===== config.mk =====
export PLATFORM = sky130hd
export DESIGN_NAME = npc_seq_flat
export DESIGN_NICKNAME = d
export VERILOG_FILES = /design/src/rtl/npc_seq_pkg.sv /design/src/rtl/npc_seq_if.sv /design/src/rtl/npc_seq_spc_stack.sv /design/src/rtl/npc_seq.sv /design/src/flat_wrapper.sv
export SDC_FILE = /design/constraint.sdc
export NUM_CORES = 1
export LEC_CHECK = 0
export ABC_AREA = 1
export CAP_MARGIN = 20
export CORE_MARGIN = 5
export CORE_UTILIZATION = 61
export DETAILED_ROUTE_END_ITERATION = 12
export PLACE_DENSITY = 0.82
export SKIP_LAST_GASP = 1
export SLEW_MARGIN = 20
export SYNTH_ARGS = -nofsm -noshare
export SYNTH_HDL_FRONTEND = slang
export SYNTH_HIERARCHICAL = 1
export SYNTH_SLANG_ARGS = --single-unit

===== constraint.sdc =====
create_clock -name clk -period 3.9 [get_ports clk]
set_input_delay 0.975 -clock clk [delete_from_list [all_inputs] [get_ports clk]]
set_output_delay 0.975 -clock clk [all_outputs]
set_load 0.02 [all_outputs]

===== src/rtl/npc_seq_pkg.sv =====
// -----------------------------------------------------------------------------
// npc_seq_pkg
// Shared definitions for the CADR4 micro-PC sequencer:
//   PC_W / SPC_W / SPC_DEPTH  micro-PC width, SPC entry width, return-stack depth
//   PTR_W / CNT_W             stack pointer width and occupancy-count width
//   TRAP_VEC                  micro-PC forced on a trap
//   npc_src_e                 next-PC source select
//   stk_op_t, resolve_op()    push/pop request derived from call/ret bits
//   ret_entry()               builds a stack entry from a return address
// -----------------------------------------------------------------------------
package npc_seq_pkg;

  localparam int PC_W      = 14;
  localparam int SPC_W     = 19;
  localparam int SPC_DEPTH = 32;
  localparam int PTR_W     = $clog2(SPC_DEPTH);
  // One extra bit so the count can hold SPC_DEPTH itself.
  localparam int CNT_W     = PTR_W + 1;

  localparam logic [PC_W-1:0] TRAP_VEC = '0;

  typedef enum logic [1:0] {
    SRC_TRAP,
    SRC_DISP,
    SRC_JUMP,
    SRC_SEQ
  } npc_src_e;

  typedef struct packed {
    logic push;
    logic pop;
  } stk_op_t;

  // When call and ret are both set, the return wins and no push happens.
  function automatic stk_op_t resolve_op(input logic call, input logic ret);
    stk_op_t op;
    op.pop  = ret;
    op.push = call & ~ret;
    return op;
  endfunction

  // Return addresses are stored zero-extended; the upper bits are flag space.
  function automatic logic [SPC_W-1:0] ret_entry(input logic [PC_W-1:0] addr);
    return {{(SPC_W-PC_W){1'b0}}, addr};
  endfunction

endpackage


===== src/rtl/npc_seq_if.sv =====
// -----------------------------------------------------------------------------
// npc_seq_if
// Bundles the sequencer's control inputs and status outputs.
//   master : drives fetch/trap/dispatch/jump/external-SPC controls,
//            observes pc, ipc, spc_top, spcptr, lpc_hold and sticky flags
//   slave  : the sequencer side (npc_seq)
// -----------------------------------------------------------------------------
interface npc_seq_if;
  import npc_seq_pkg::*;

  logic             state_fetch;
  logic             trap;
  logic             disp_en;
  logic [PC_W-1:0]  disp_addr;
  logic             disp_call;
  logic             disp_ret;
  logic             jump_en;
  logic             jcond;
  logic [PC_W-1:0]  jump_addr;
  logic             jump_call;
  logic             jump_ret;
  logic             spc_wr;
  logic [SPC_W-1:0] spc_wdata;
  logic             spc_rd;

  logic [PC_W-1:0]  pc;
  logic [PC_W-1:0]  ipc;
  logic [SPC_W-1:0] spc_top;
  logic [PTR_W-1:0] spcptr;
  logic             lpc_hold;
  logic             spc_ovf;
  logic             spc_unf;
  logic             spc_conflict;

  modport master (
    output state_fetch, trap,
    output disp_en, disp_addr, disp_call, disp_ret,
    output jump_en, jcond, jump_addr, jump_call, jump_ret,
    output spc_wr, spc_wdata, spc_rd,
    input  pc, ipc, spc_top, spcptr, lpc_hold,
    input  spc_ovf, spc_unf, spc_conflict
  );

  modport slave (
    input  state_fetch, trap,
    input  disp_en, disp_addr, disp_call, disp_ret,
    input  jump_en, jcond, jump_addr, jump_call, jump_ret,
    input  spc_wr, spc_wdata, spc_rd,
    output pc, ipc, spc_top, spcptr, lpc_hold,
    output spc_ovf, spc_unf, spc_conflict
  );

endinterface


===== src/rtl/npc_seq_spc_stack.sv =====
// -----------------------------------------------------------------------------
// npc_seq_spc_stack
// Circular SPC return stack with pointer, occupancy count and sticky
// overflow/underflow/conflict flags.
//   clk, reset             clock, synchronous active-high reset
//   i_int_push/i_int_pop   sequencer stack op (already qualified by fetch)
//   i_int_data             entry pushed by the sequencer
//   i_ext_wr/i_ext_rd      external push/pop, any clock
//   i_ext_data             entry pushed by an external write
//   o_top                  mem[ptr] when non-empty, else 0
//   o_ptr                  stack pointer
//   o_ovf/o_unf/o_conflict sticky flags, cleared only by reset
// The RAM itself is never cleared.
// -----------------------------------------------------------------------------
module npc_seq_spc_stack
  import npc_seq_pkg::*;
(
  input  logic             clk,
  input  logic             reset,
  input  logic             i_int_push,
  input  logic             i_int_pop,
  input  logic [SPC_W-1:0] i_int_data,
  input  logic             i_ext_wr,
  input  logic             i_ext_rd,
  input  logic [SPC_W-1:0] i_ext_data,
  output logic [SPC_W-1:0] o_top,
  output logic [PTR_W-1:0] o_ptr,
  output logic             o_ovf,
  output logic             o_unf,
  output logic             o_conflict
);

  localparam logic [CNT_W-1:0] CNT_FULL = CNT_W'(SPC_DEPTH);

  logic [SPC_W-1:0] r_mem [SPC_DEPTH];
  logic [PTR_W-1:0] r_ptr;
  logic [CNT_W-1:0] r_cnt;
  logic             r_ovf;
  logic             r_unf;
  logic             r_conflict;

  logic             w_int_op;
  logic             w_push;
  logic             w_pop;
  logic             w_drop;
  logic [SPC_W-1:0] w_data;
  logic [PTR_W-1:0] w_ptr_inc;
  logic [PTR_W-1:0] w_ptr_dec;

  // The sequencer owns the stack whenever it has an op; an external op
  // landing on the same edge is discarded and flagged. Between the two
  // external requests, the write takes precedence.
  assign w_int_op  = i_int_push | i_int_pop;
  assign w_push    = i_int_push | (~w_int_op & i_ext_wr);
  assign w_pop     = i_int_pop  | (~w_int_op & ~i_ext_wr & i_ext_rd);
  assign w_drop    = w_int_op & (i_ext_wr | i_ext_rd);
  assign w_data    = w_int_op ? i_int_data : i_ext_data;
  assign w_ptr_inc = r_ptr + 1'b1;
  assign w_ptr_dec = r_ptr - 1'b1;

  always_ff @(posedge clk) begin
    if (reset) begin
      r_ptr      <= '0;
      r_cnt      <= '0;
      r_ovf      <= 1'b0;
      r_unf      <= 1'b0;
      r_conflict <= 1'b0;
    end else begin
      if (w_drop)
        r_conflict <= 1'b1;
      if (w_push) begin
        r_ptr <= w_ptr_inc;
        // A full stack wraps onto its oldest entry; count stays pinned.
        if (r_cnt == CNT_FULL)
          r_ovf <= 1'b1;
        else
          r_cnt <= r_cnt + 1'b1;
      end else if (w_pop) begin
        // The pointer moves even when empty so it tracks the pop history.
        r_ptr <= w_ptr_dec;
        if (r_cnt == '0)
          r_unf <= 1'b1;
        else
          r_cnt <= r_cnt - 1'b1;
      end
    end
  end

  always_ff @(posedge clk) begin
    if (!reset && w_push)
      r_mem[w_ptr_inc] <= w_data;
  end

  assign o_top      = (r_cnt != '0) ? r_mem[r_ptr] : '0;
  assign o_ptr      = r_ptr;
  assign o_ovf      = r_ovf;
  assign o_unf      = r_unf;
  assign o_conflict = r_conflict;

endmodule


===== src/rtl/npc_seq.sv =====
// -----------------------------------------------------------------------------
// npc_seq
// Microcode next-PC sequencer for the CADR4 control path. On each
// state_fetch it picks the next micro-PC from trap, dispatch, taken jump or
// sequential increment, drives call/return ops into the SPC stack and
// generates lpc_hold for the last-PC register.
//   clk, reset   clock, synchronous active-high reset
//   bus (slave)  fetch/trap/dispatch/jump/external-SPC inputs;
//                pc, ipc, spc_top, spcptr, lpc_hold, sticky flags out
// -----------------------------------------------------------------------------
module npc_seq
  import npc_seq_pkg::*;
(
  input logic        clk,
  input logic        reset,
  npc_seq_if.slave   bus
);

  logic [PC_W-1:0]  r_pc;
  logic             r_lpc_hold;

  logic [PC_W-1:0]  w_ipc;
  logic [PC_W-1:0]  w_npc;
  npc_src_e         w_src;
  stk_op_t          w_op;
  logic [SPC_W-1:0] w_spc_top;
  logic [PTR_W-1:0] w_spcptr;
  logic             w_ovf;
  logic             w_unf;
  logic             w_conflict;

  // Wraps 14'h3FFF -> 0 by truncation.
  assign w_ipc = r_pc + 1'b1;

  always_comb begin
    w_src = SRC_SEQ;
    if (bus.trap)
      w_src = SRC_TRAP;
    else if (bus.disp_en)
      w_src = SRC_DISP;
    else if (bus.jump_en && bus.jcond)
      w_src = SRC_JUMP;
  end

  // Returns take their target from the current stack top, i.e. before the
  // pop that accompanies them. A not-taken jump falls to SRC_SEQ, so its
  // call/ret bits never reach the stack.
  always_comb begin
    w_npc = w_ipc;
    w_op  = '0;
    case (w_src)
      SRC_TRAP: w_npc = TRAP_VEC;
      SRC_DISP: begin
        w_npc = bus.disp_ret ? w_spc_top[PC_W-1:0] : bus.disp_addr;
        w_op  = resolve_op(bus.disp_call, bus.disp_ret);
      end
      SRC_JUMP: begin
        w_npc = bus.jump_ret ? w_spc_top[PC_W-1:0] : bus.jump_addr;
        w_op  = resolve_op(bus.jump_call, bus.jump_ret);
      end
      default:  w_npc = w_ipc;
    endcase
  end

  // lpc_hold is high for exactly the fetch interval following a trap.
  always_ff @(posedge clk) begin
    if (reset) begin
      r_pc       <= TRAP_VEC;
      r_lpc_hold <= 1'b0;
    end else if (bus.state_fetch) begin
      r_pc       <= w_npc;
      r_lpc_hold <= (w_src == SRC_TRAP);
    end
  end

  npc_seq_spc_stack u_stack (
    .clk        (clk),
    .reset      (reset),
    .i_int_push (bus.state_fetch & w_op.push),
    .i_int_pop  (bus.state_fetch & w_op.pop),
    .i_int_data (ret_entry(w_ipc)),
    .i_ext_wr   (bus.spc_wr),
    .i_ext_rd   (bus.spc_rd),
    .i_ext_data (bus.spc_wdata),
    .o_top      (w_spc_top),
    .o_ptr      (w_spcptr),
    .o_ovf      (w_ovf),
    .o_unf      (w_unf),
    .o_conflict (w_conflict)
  );

  assign bus.pc           = r_pc;
  assign bus.ipc          = w_ipc;
  assign bus.spc_top      = w_spc_top;
  assign bus.spcptr       = w_spcptr;
  assign bus.lpc_hold     = r_lpc_hold;
  assign bus.spc_ovf      = w_ovf;
  assign bus.spc_unf      = w_unf;
  assign bus.spc_conflict = w_conflict;

endmodule


===== src/flat_wrapper.sv =====
// flat-port wrapper written by rule: the top's interface ports become plain ports
module npc_seq_flat import npc_seq_pkg::*;
  (clk, reset, bus_state_fetch, bus_trap, bus_disp_en, bus_disp_addr, bus_disp_call, bus_disp_ret, bus_jump_en, bus_jcond, bus_jump_addr, bus_jump_call, bus_jump_ret, bus_spc_wr, bus_spc_wdata, bus_spc_rd, bus_pc, bus_ipc, bus_spc_top, bus_spcptr, bus_lpc_hold, bus_spc_ovf, bus_spc_unf, bus_spc_conflict);
  npc_seq_if bus_i ();
  input logic clk;
  input logic reset;
  input wire logic [$bits(bus_i.state_fetch)-1:0] bus_state_fetch;
  input wire logic [$bits(bus_i.trap)-1:0] bus_trap;
  input wire logic [$bits(bus_i.disp_en)-1:0] bus_disp_en;
  input wire logic [$bits(bus_i.disp_addr)-1:0] bus_disp_addr;
  input wire logic [$bits(bus_i.disp_call)-1:0] bus_disp_call;
  input wire logic [$bits(bus_i.disp_ret)-1:0] bus_disp_ret;
  input wire logic [$bits(bus_i.jump_en)-1:0] bus_jump_en;
  input wire logic [$bits(bus_i.jcond)-1:0] bus_jcond;
  input wire logic [$bits(bus_i.jump_addr)-1:0] bus_jump_addr;
  input wire logic [$bits(bus_i.jump_call)-1:0] bus_jump_call;
  input wire logic [$bits(bus_i.jump_ret)-1:0] bus_jump_ret;
  input wire logic [$bits(bus_i.spc_wr)-1:0] bus_spc_wr;
  input wire logic [$bits(bus_i.spc_wdata)-1:0] bus_spc_wdata;
  input wire logic [$bits(bus_i.spc_rd)-1:0] bus_spc_rd;
  output wire logic [$bits(bus_i.pc)-1:0] bus_pc;
  output wire logic [$bits(bus_i.ipc)-1:0] bus_ipc;
  output wire logic [$bits(bus_i.spc_top)-1:0] bus_spc_top;
  output wire logic [$bits(bus_i.spcptr)-1:0] bus_spcptr;
  output wire logic [$bits(bus_i.lpc_hold)-1:0] bus_lpc_hold;
  output wire logic [$bits(bus_i.spc_ovf)-1:0] bus_spc_ovf;
  output wire logic [$bits(bus_i.spc_unf)-1:0] bus_spc_unf;
  output wire logic [$bits(bus_i.spc_conflict)-1:0] bus_spc_conflict;
  assign bus_i.state_fetch = bus_state_fetch;
  assign bus_i.trap = bus_trap;
  assign bus_i.disp_en = bus_disp_en;
  assign bus_i.disp_addr = bus_disp_addr;
  assign bus_i.disp_call = bus_disp_call;
  assign bus_i.disp_ret = bus_disp_ret;
  assign bus_i.jump_en = bus_jump_en;
  assign bus_i.jcond = bus_jcond;
  assign bus_i.jump_addr = bus_jump_addr;
  assign bus_i.jump_call = bus_jump_call;
  assign bus_i.jump_ret = bus_jump_ret;
  assign bus_i.spc_wr = bus_spc_wr;
  assign bus_i.spc_wdata = bus_spc_wdata;
  assign bus_i.spc_rd = bus_spc_rd;
  assign bus_pc = bus_i.pc;
  assign bus_ipc = bus_i.ipc;
  assign bus_spc_top = bus_i.spc_top;
  assign bus_spcptr = bus_i.spcptr;
  assign bus_lpc_hold = bus_i.lpc_hold;
  assign bus_spc_ovf = bus_i.spc_ovf;
  assign bus_spc_unf = bus_i.spc_unf;
  assign bus_spc_conflict = bus_i.spc_conflict;
  npc_seq u_core (.clk(clk), .reset(reset), .bus(bus_i));
endmodule

---- After elaboration in Yosys (flattened, before gate mapping) ----
Memory sizes are Yosys's and may differ from the RTL's. A register that Yosys moved wholly into a read port is not among the register bits.
Index checks and enable logic that the tools add are counted.
storage, ports and cells
  register bits ........................... 29
  memory bits (read-only) ................. 0
  latch bits .............................. 0
  output and inout port bits .............. 56
  bits in writable memories ............... 608
  memories ................................ 1
cells by class
  shift operators ......................... 0
  order comparisons ....................... 0
  bitwise gates (word level) .............. 17
  multiply operators ...................... 0
  mux-type cells .......................... 19
  $add $sub $neg .......................... 5
  equality and inequality tests ........... 5
  div/mod/pow operators ................... 0
  reduce and logical (&&, ||, !) cells .... 10
memory list
  name                  depth  width  read ports  clocked after memory_dff  wr ports  line                     text
  u_core.u_stack.r_mem  32     19     1           1                         1         npc_seq_spc_stack.sv:35  logic [SPC_W-1:0] r_mem [SPC_DEPTH];
operator list
  kind                                                                    number
  14-bit case mux with 3 select lines                                     1
  19-bit 2-to-1 mux                                                       2
  14-bit 2-to-1 mux                                                       2
  6-bit 2-to-1 mux                                                        4
  5-bit 2-to-1 mux                                                        4
  14-bit by 1-bit adder with 14-bit output (second input constant)        1
  1-bit bitwise AND                                                       8
  6-bit by 1-bit adder with 6-bit output (second input constant)          1
  6-bit equality test (second input constant)                             1
  6-bit logical NOT                                                       1
  3-bit AND reduction                                                     2
  6-bit nonzero test                                                      1
  6-bit by 1-bit subtractor with 6-bit output (second input constant)     1
  5-bit by 1-bit adder with 5-bit output (second input constant)          1
  1-bit inverter                                                          5
  5-bit by 1-bit subtractor with 5-bit output (second input constant)     1
  2-bit 2-to-1 mux                                                        2
  2-bit != test (second input constant)                                   2
  1-bit bitwise OR                                                        4
  2-bit case mux with 2 select lines                                      1
  1-bit 2-to-1 mux                                                        3
  2-bit by 1-bit equality test with 1-bit output (second input constant)  1
  2-bit equality test (second input constant)                             1
  1-bit logical AND                                                       2
  4 further kinds                                                         4

---- Logic depth before layout (Yosys ltp) ----
  word-level depth ........................ 16
  depth in mapped cells ................... 20

---- Modules after synthesis ----
The synthesis kept the hierarchy.
by module, submodules not included
  module             cells an instance  area each (sq um)  times used
  npc_seq_spc_stack  2,100              25,675.9           1
  npc_seq            310                1,651.6            1

---- Worst setup path after synthesis ----
OpenSTA, ideal clock, no wires.
  kind .................................... in2reg
  start point ............................. in bus_state_fetch
  end point ............................... mem u_core.u_stack.r_mem[0][0] (enable)
  stages .................................. 8
  arrival ................................. 3.128 ns
  required time ........................... 3.505 ns
  slack ................................... 0.378 ns
  path through ............................ clkbuf_2 -> clkinv_1 -> clkbuf_1 -> a21oi_1 -> a21oi_2 -> nor2_1 -> nand2_1 -> nor2_1
on the way
  cells in the longest elaborated chain, start to end .. 8
  elaborated cells between the ends (all ways) .. 9
ends and longest elaborated chain
  item                                         line                          text
  start, declared                              flat_wrapper.sv:7             input wire logic [$bits(bus_i.state_fetch)-1:0] bus_state_fetch;
  1-bit bitwise AND, on equally long branches  npc_seq.sv:79, npc_seq.sv:80
  1-bit bitwise OR                             npc_seq_spc_stack.sv:53       assign w_int_op = i_int_push | i_int_pop;
  1-bit inverter                               npc_seq_spc_stack.sv:54       assign w_push = i_int_push | (~w_int_op & i_ext_wr);
  1-bit bitwise AND                            npc_seq_spc_stack.sv:54
  1-bit bitwise OR (*)                         npc_seq_spc_stack.sv:54
  1-bit logical AND (*)                        npc_seq_spc_stack.sv:90       if (!reset && w_push)
  1-bit 2-to-1 mux (*)                         npc_seq_spc_stack.sv:90
  1-bit 2-to-1 mux (implied by the code) (*)   npc_seq_spc_stack.sv:91       r_mem[w_ptr_inc] <= w_data;
  end, declared                                npc_seq_spc_stack.sv:35
Every way passes the cells marked *; elsewhere a longest branch is shown, timed or not.

==> impl_metrics.csv <==
group,metric,value,unit
status,status,"finished, violations left",
status,violations,"setup timing",
hold_path,min_from,"u_core/u_stack/o_ovf",
placement,port_buffers,115,
yosys,synthArstFlopShare,0,%
yosys,synth_top_area_share,66.8,%
timing,timing.fmax,253,MHz
final_layout,n_antenna_cell,0,
detailed_routing,wire_per_inst,25.1,um
power_and_ir_drop,leakage,11.1,nW
hold_path,hold_path_depth,2,
power_and_ir_drop,p_per_area,514,mW/mm^2
yosys,ys_seq_area_share,69.3,%
global_route,antenna_found_initial,0,
clocking,cts_buffers,59,
timing,worst_slack,-0.0526,ns
yosys,yosysUniqueCellTypes,41,
clocking,cts_sinks,642,
yosys,synth_area_leader_cell,"edfxtp_1",
detailed_routing,drc,0,
worst_setup_path,r2r_cells,19,
yosys,yosysMostFrequentCell,"edfxtp_1",
clocking,cts-root-buf,"clkbuf_16",
yosys,synthFlopType,"edfxtp_1",
die,fp.dieW,222,um
global_route,grt_overflow,0,
placement,place_hpwl,45.9,mm
worst_setup_path,worstSetupEndpointType,"primary output",
worst_setup_path,startpoint_type,"flip-flop",
timing,finalClockSkew,0.0109,ns
die,rows,77,
placement,gp_congestion,1.01,
worst_setup_path,crit_path_max_fanout,32,
power_and_ir_drop,finalPower,16.5,mW
clocking,path_clk_slew,0.07,ns
timing,final.setup.tns,-0.111,ns
die,pin_count,116,
die,core_area,0.0443,mm^2
global_route,grt_pass1_vias,20700,
yosys,synthTopCellsByArea,"edfxtp_1, nor2_1, o21ai_0, nand2_1, o211ai_1",
timing,slew_violations,0,
final_layout,drive_above_1_share,11.9,%
final_layout,area_growth,17.6,%
worst_setup_path,cp.required,2.92,ns
final_layout,final_core_util,72.5,%
yosys,ys_ff_latch,642,
global_route,track_usage,31.7,%
detailed_routing,antenna_left,0,
timing,rsz0062_at_grt,"true",
worst_setup_path,cp.arrival,2.98,ns
clocking,clockBufferDepth,3,
global_route,grt_pass1_wl,121,mm
yosys,yosysWarnings,6,
power_and_ir_drop,peakVddDrop,0.353,mV
clocking,cts_tree,"done",
clocking,hold_buffers,0,
yosys,yosys-top-cells-count,"edfxtp_1, nor2_1, nand2_1",
detailed_routing,vias_per_cell,6.52,
timing,finalSetupViolCount,4,
hold_path,hp-class,"flip-flop to flip-flop",
detailed_routing,drtIter0Drc,3743,
yosys,mappedNetlistArea,0.0273,mm^2
detailed_routing,vias,21000,
die,die_area,0.0491,mm^2
hold_path,holdPathEnd,"u_core/u_stack/o_ovf",
worst_setup_path,r2r_setup_slack,0.89,ns
yosys,synth_edf_count,608,
placement,place_ws,0.112,ns
timing,finalCriticalPeriod,3.95,ns
yosys,syn_avg_cell_area,11.3,um^2
timing,hold_viol,0,
timing,slew_headroom,52.2,%
yosys,synthCells,2410,
clocking,clkLatencyLatePin,0.63,ns
timing,fin_crit_sh,101,%
clocking,htreeDepth,2,
flow_run,maxCapViolations,0,
worst_setup_path,crit_type,"flip-flop to primary output",
detailed_routing,drtPass1Iterations,6,
final_layout,fin_nets,2650,
timing,worst_pin_slew,0.716,ns
die,initial_core_util,61.7,%
detailed_routing,totalWireLength,80.8,mm
worst_setup_path,rr_endpoint,"u_core/bus.pc[10]",
die,die_h,222,um
global_route,grt_max_degree,71,
[cells by family after synthesis]
logic type / after synthesis / synth area share (%)
buffers and inverters: 216 / 4.20
other: 1 / 0.0137
XOR/XNOR: 7 / 0.224
flip-flops: 642 / 69.3
AO/OA/AOI/OAI: 509 / 10.7
adder cells (fa/ha/maj): 7 / 0.320
AND/OR/NAND/NOR: 1028 / 15.2
[power by group]
| group | leakage (nW) | switching [mW] | internal, mW |
|---|---|---|---|
| clock | 0.928 | 2.50 | 3.29 |
| combinational | 4.40 | 2.01 | 0.946 |
| sequential | 5.77 | 0.0788 | 7.69 |
[critical path, stage by stage, from the launching register on]
cell,delay [ns]
dfxtp_4,0.43
inv_16,0.20
bufbuf_16,0.36
nor2_1,0.06
nor2_1,0.07
o21ai_0,0.08
o211ai_1,0.09
nand3_1,0.15
nand3_1,0.20
nand2_1,0.09
nor2_1,0.13
buf_4,0.19
clkdlybuf4s15_2,0.28
[how the worst max path moves through the flow]
stage                            startpoint                           end  cells after the start
finish                            flip-flop                bus_spc_top[8]                     12
floorplan                   bus_state_fetch    u_core/u_stack/r_mem[0][0]                      8
detailed placement              bus_disp_en  u_core/u_stack/r_mem[31][15]                     12
global route                      flip-flop                bus_spc_top[8]                     12
global placement                bus_disp_en  u_core/u_stack/r_mem[31][15]                     12
CTS                 u_core/u_stack/r_cnt[4]                bus_spc_top[9]                      7
[area by class of cell]
cell class              count  area [um^2]
well taps                 592          741
flip-flops and latches    642        19000
clock inverters            31          318
inverters                  68          278
repair buffers            256         2880
clock buffers              76         1600
fillers                  2717        12200
multi-input cells        1556         7380
[through the flow]
| step | instances | hold WS [ns] | instance area [um^2] |
|---|---|---|---|
| floorplan | 2414 | 0.487 | 27300 |
| global placement | 3101 | 0.444 | 30000 |
| detailed placement | 3101 | 0.451 | 30000 |
| CTS | 3214 | 0.464 | 32100 |
| global route | 3221 | 0.489 | 32100 |
| finish | 3221 | 0.461 | 32100 |
[placed cells by master, fill, tap and decap left out, types with 63 or more instances in the layout]
cell | netlist | layout
clkbuf_16 | 0 | 63
nor2_1 | 549 | 508
buf_4 | 7 | 88
nand2_1 | 297 | 297
o21ai_0 | 260 | 260
edfxtp_1 | 608 | 608
clkdlybuf4s50_1 | 0 | 96
o211ai_1 | 122 | 122
nand3_1 | 149 | 149
[state kept, by name, indices dropped and copies added, names as in the netlist, named ones only]
signal                     flops
u_core/u_stack/o_ovf           1
u_core/u_stack/o_unf           1
u_core/u_stack/o_ptr           5
u_core/bus.pc                 14
u_core/u_stack/r_mem         608
u_core/u_stack/o_conflict      1
u_core/bus.lpc_hold            1
u_core/u_stack/r_cnt           6
[layer usage]
layer | GRT usage, % | up-vias | routed length, um
met5 | 0 | - | 0
met4 | 14.8 | 0 | 4230
met3 | 7.08 | 328 | 11000
met2 | 51.4 | 1875 | 38400
met1 | 41.5 | 9876 | 27200
li1 | - | 8920 | -
[repair_timing]
| action | in CTS | in global routing |
|---|---|---|
| endpoints found under the setup margin | 19 | 19 |
| buffers inserted | 3 | 5 |
| pin swaps | 0 | 2 |
| gates cloned | 3 | 2 |
| resized for setup | 44 | 27 |
Note: power is estimated with default switching activity, not from simulation.
==> RTL change 1, RTL diff (same settings) <==
Change the package constant `SPC_DEPTH` from 32 to 16.
--- a/src/rtl/npc_seq_pkg.sv
+++ b/src/rtl/npc_seq_pkg.sv
@@ -12,7 +12,7 @@
 
   localparam int PC_W      = 14;
   localparam int SPC_W     = 19;
-  localparam int SPC_DEPTH = 32;
+  localparam int SPC_DEPTH = 16;
   localparam int PTR_W     = $clog2(SPC_DEPTH);
   // One extra bit so the count can hold SPC_DEPTH itself.
   localparam int CNT_W     = PTR_W + 1;
Interface: changed (resized bus_spcptr); port bits go from 116 to 115. No check against the original RTL was run, so the function may have changed too.
==> RTL change 1 against the unedited design <==
- routed wire length shrank 46%
- sequential power down 47%
- design area down 44%
- worst setup slack gained 0.082 ns
- area after synthesis fell by 45%
- total power is 43% lower
- sequential cell count decreased by 307
- first-iteration DRC count decreased by 47%
- sequential share of layout area decreased by 5.0 points
- critical endpoint is now bus_spc_top[10]
- largest cell class unchanged
==> RTL change 1: results (changes against the unedited design) <==
Run status
  • Status: completed

GRT
  • GR Util met3: 5.286% (-1.8 points)
  • Vias in the first global route: 11530 (-44%)
  • Met2 GRT Util: 49.12% (-2.3 points)
  • Global-route usage over all layers: 30.00% (-1.8 points)

Timing
  • Slew HR: 51.26% (-0.94 points)
  • Setup Skew: 0.01941 ns (+0.008538 ns)
  • Min Hold Slack: 0.4810 ns (+0.02006 ns)

Placed design
  • # placed instances: 1912 (-38%)
  • Post-detail-place hpwl: 27870 µm (-39%)
  • GPL Wtd Cong: 0.9595 (-5.4%)

Power
  • Psw: 0.002838 W (-38%)
  • Clock power share: 33.2% (-1.9 points)

Routing
  • Met3 wire len: 4905 µm (-55%)
  • Final WL: 43240 µm (-46%)
  • Vias/cell: 6.088 (-6.6%)
  • Routed len/inst: 21.86 µm (-13%)

Setup path
  • Worst Path Arrival: 2.90 ns (-0.08 ns)

Clock network
  • Worst-Skew Late Latency: 0.51 ns (-0.12 ns)
  • Total CTS buffers: 34 (-42%)
  • Setup bufs post-CTS: 0 (-3)
  • Cells resized by post-CTS repair: 13 (-70%)

Synthesis
  • Post-synth EDFFs: 304 (-50%)
  • Ranking of synthesized cells by area: edfxtp_1, nand2_1, dfxtp_1
  • Syn_area_per_cell: 10.11 µm² (-11%)
  • Leading cell types by count after synthesis: nand2_1, edfxtp_1, nor2_1, nand3_1, a21oi_1
## RTL change 1: changes by cell type in the layout (fill, tap and decap cells not counted), sizes merged, moves of 38 or more
cell    unedited run  this run
nor2             558       131
o211ai           123         4
a21oi             37       115
clkbuf            88        45
buf              138        72
o21ai            320        53
edfxtp           608       304
nand2            304       511
o31ai              1        39
## RTL change 1: per-stage QoR
step | power (W) | worst slack, ns | utilization [%]
after floorplan | 0.005341 | 0.3590 | -
after global placement | 0.006231 | 0.2038 | 69.25
after detailed placement | 0.006268 | 0.2019 | 69.25
after CTS | 0.009428 | -0.08460 | 73.96
after global routing | 0.009829 | -0.04118 | 74.56
final | 0.009489 | 0.02985 | 74.57
## RTL change 1: area by class of cell
type / count / area (µm²)
multi-input cells: 1013 / 4688
fillers: 1590 / 6166
well taps: 324 / 405.4
diodes: 1 / 2.502
flip-flops and latches: 335 / 9758
repair buffers: 189 / 1939
clock buffers: 43 / 905.9
inverters: 56 / 219.0
clock inverters: 17 / 163.9
==> RTL change 2, RTL diff (same settings) <==
Without the edit above. Make the reset (`reset`) asynchronous in 2 clocked blocks. Comments in the files are not updated.
--- a/src/rtl/npc_seq_spc_stack.sv
+++ b/src/rtl/npc_seq_spc_stack.sv
@@ -58,7 +58,7 @@
   assign w_ptr_inc = r_ptr + 1'b1;
   assign w_ptr_dec = r_ptr - 1'b1;
 
-  always_ff @(posedge clk) begin
+  always_ff @(posedge clk or posedge reset) begin
     if (reset) begin
       r_ptr      <= '0;
       r_cnt      <= '0;
--- a/src/rtl/npc_seq.sv
+++ b/src/rtl/npc_seq.sv
@@ -63,7 +63,7 @@
   end
 
   // lpc_hold is high for exactly the fetch interval following a trap.
-  always_ff @(posedge clk) begin
+  always_ff @(posedge clk or posedge reset) begin
     if (reset) begin
       r_pc       <= TRAP_VEC;
       r_lpc_hold <= 1'b0;
Check against the original RTL: differs if reset is asserted again (counterexample within 4 cycles, from zero or initial values and one cycle with reset high); with reset held inactive, the same outputs for 4 cycles.
==> RTL change 2 against the unedited design <==
- the flow still finishes with violations (setup timing)
- sequential cell count fell by 5
- area after synthesis barely moved
- hold slack improved by 0.0086 ns
- utilization rose by 0.84 points
- worst setup slack improved by 0.049 ns
- design area rose by 0.94%
- maximum frequency rose by 1.3%
- via count fell by 1.5%
- sequential share of layout area fell by 0.41 points
- die area barely moved
- routed wire length rose by 0.58%
- synthesized cell count rose by 1.5%
- highest routed layer is now met5
Power is not compared: it rests on default switching activity, and its combinational part moved more than twofold at a synthesized area within 25%.
==> RTL change 2: results (changes against the unedited design) <==
Routing
  • DRT met1 WL: 29550 µm (+8.8%)
  • Met2 Wirelength: 38540 µm (+0.41%)
  • Final WL: 81240 µm (+0.58%)
  • Routed len/inst: 24.90 µm (-0.71%)
  • DRT iter0 DRCs: 3324 (-11%)
  • Vias: 20690 (-1.5%)
  • Met3 wire len: 8963 µm (-18%)

Placed design
  • Post-detail-place hpwl: 45690 µm (-0.39%)
  • Post-DP Area: 29860 µm² (-0.34%)
  • Post-place setup slack: -0.2191 ns (-0.3314 ns)

Clock network
  • Total CTS buffers: 61 (+3.4%)

GRT
  • GR Util met3: 6.474% (-0.61 points)
  • Met2 GRT Util: 50.38% (-1.0 points)
  • Vias in the first global route: 20190 (-2.7%)
  • Global-route usage over all layers: 31.53% (-0.21 points)

Synthesis
  • Count of cell types in the netlist: 36 (-12%)
  • Syn_area_per_cell: 11.16 µm² (-1.6%)
  • Ranking of synthesized cells by area: edfxtp_1, nor2_1, o21ai_0
  • Leading cell types by count after synthesis: nor2_1, edfxtp_1, nand2_1, o21ai_0, nand3_1
  • Post-synthesis sequential area ratio: 69.53% (+0.23 points)
  • Post-synth ARST share: 4.553% (+4.6 points)
  • Adder-Cell Fraction of Synth Area: 0.3666% (+0.046 points)

Timing
  • Final setup margin: -0.003294 ns (+0.04929 ns)
  • Worst-Margin Slew: 1.104 ns (+0.3877 ns)
  • Final setup violation count: 1 (-3)

Run status
  • Status: finished with violations
  • Failing checks: setup timing

Setup path
  • CP max FO: 12 (-63%)
  • Slowest cell on crit path: dfrtp_4

Final layout
  • Final #Nets: 2694 (+1.7%)
## RTL change 2: cell types whose count changed in the layout (fill, tap and decap cells not counted), sizes merged, moves of 17 or more
cell    before  now
nand3      150  235
dfxtp       34    0
o211ai     123   79
dfrtp        0   29
a21oi       37    3
nand2      304  287
nor2       558  640
## RTL change 2: worst paths after layout
check | start | to | cells after the start | slack, ns
hold / removal | u_core/u_stack/o_unf | u_core/u_stack/o_unf | 1 | 0.47
hold reg to reg | u_core/u_stack/o_unf | u_core/u_stack/o_unf | 1 | 0.47
min in group asynchronous | reset | u_core/u_stack/o_conflict | 2 | 0.95
max in group asynchronous | reset | u_core/u_stack/o_ptr[0] | 2 | 2.38
setup reg to reg | u_core/u_stack/o_ptr[0] | u_core/u_stack/r_mem[13][18] | 9 | 0.45
setup / recovery | u_core/u_stack/o_ptr[0] | bus_spc_top[3] | 13 | -0.003
## RTL change 2: timing repair
item	4_1_cts	5_1_grt
pin swaps	3	8
hold buffers	0	0
cloned	7	4
buffers inserted	11	0
setup endpoints to repair	19	18
endpoints found under the hold margin	0	0
resized for setup	80	49
## RTL change 2: cell type report
cell class | count | area share (%)
timing repair buffer | 259 | 9.230
timing repair inverter | 1 | 0.03470
clock inverter | 30 | 0.9948
tap | 592 | 2.283
clock buffer | 78 | 5.032
multi-input combinational | 1609 | 23.17
inverter | 57 | 0.7210
sequential | 637 | 58.54
## RTL change 2: power by group through the flow
stage	Sequential, W	Clock [W]	Combinational (W)
after floorplan	0.00826	0	0.00570
after global placement	0.00828	0	0.00875
after detailed placement	0.00829	0	0.00905
after CTS	0.00815	0.00589	0.00979
after global routing	0.00818	0.00618	0.0109
final	0.00816	0.00587	0.0103
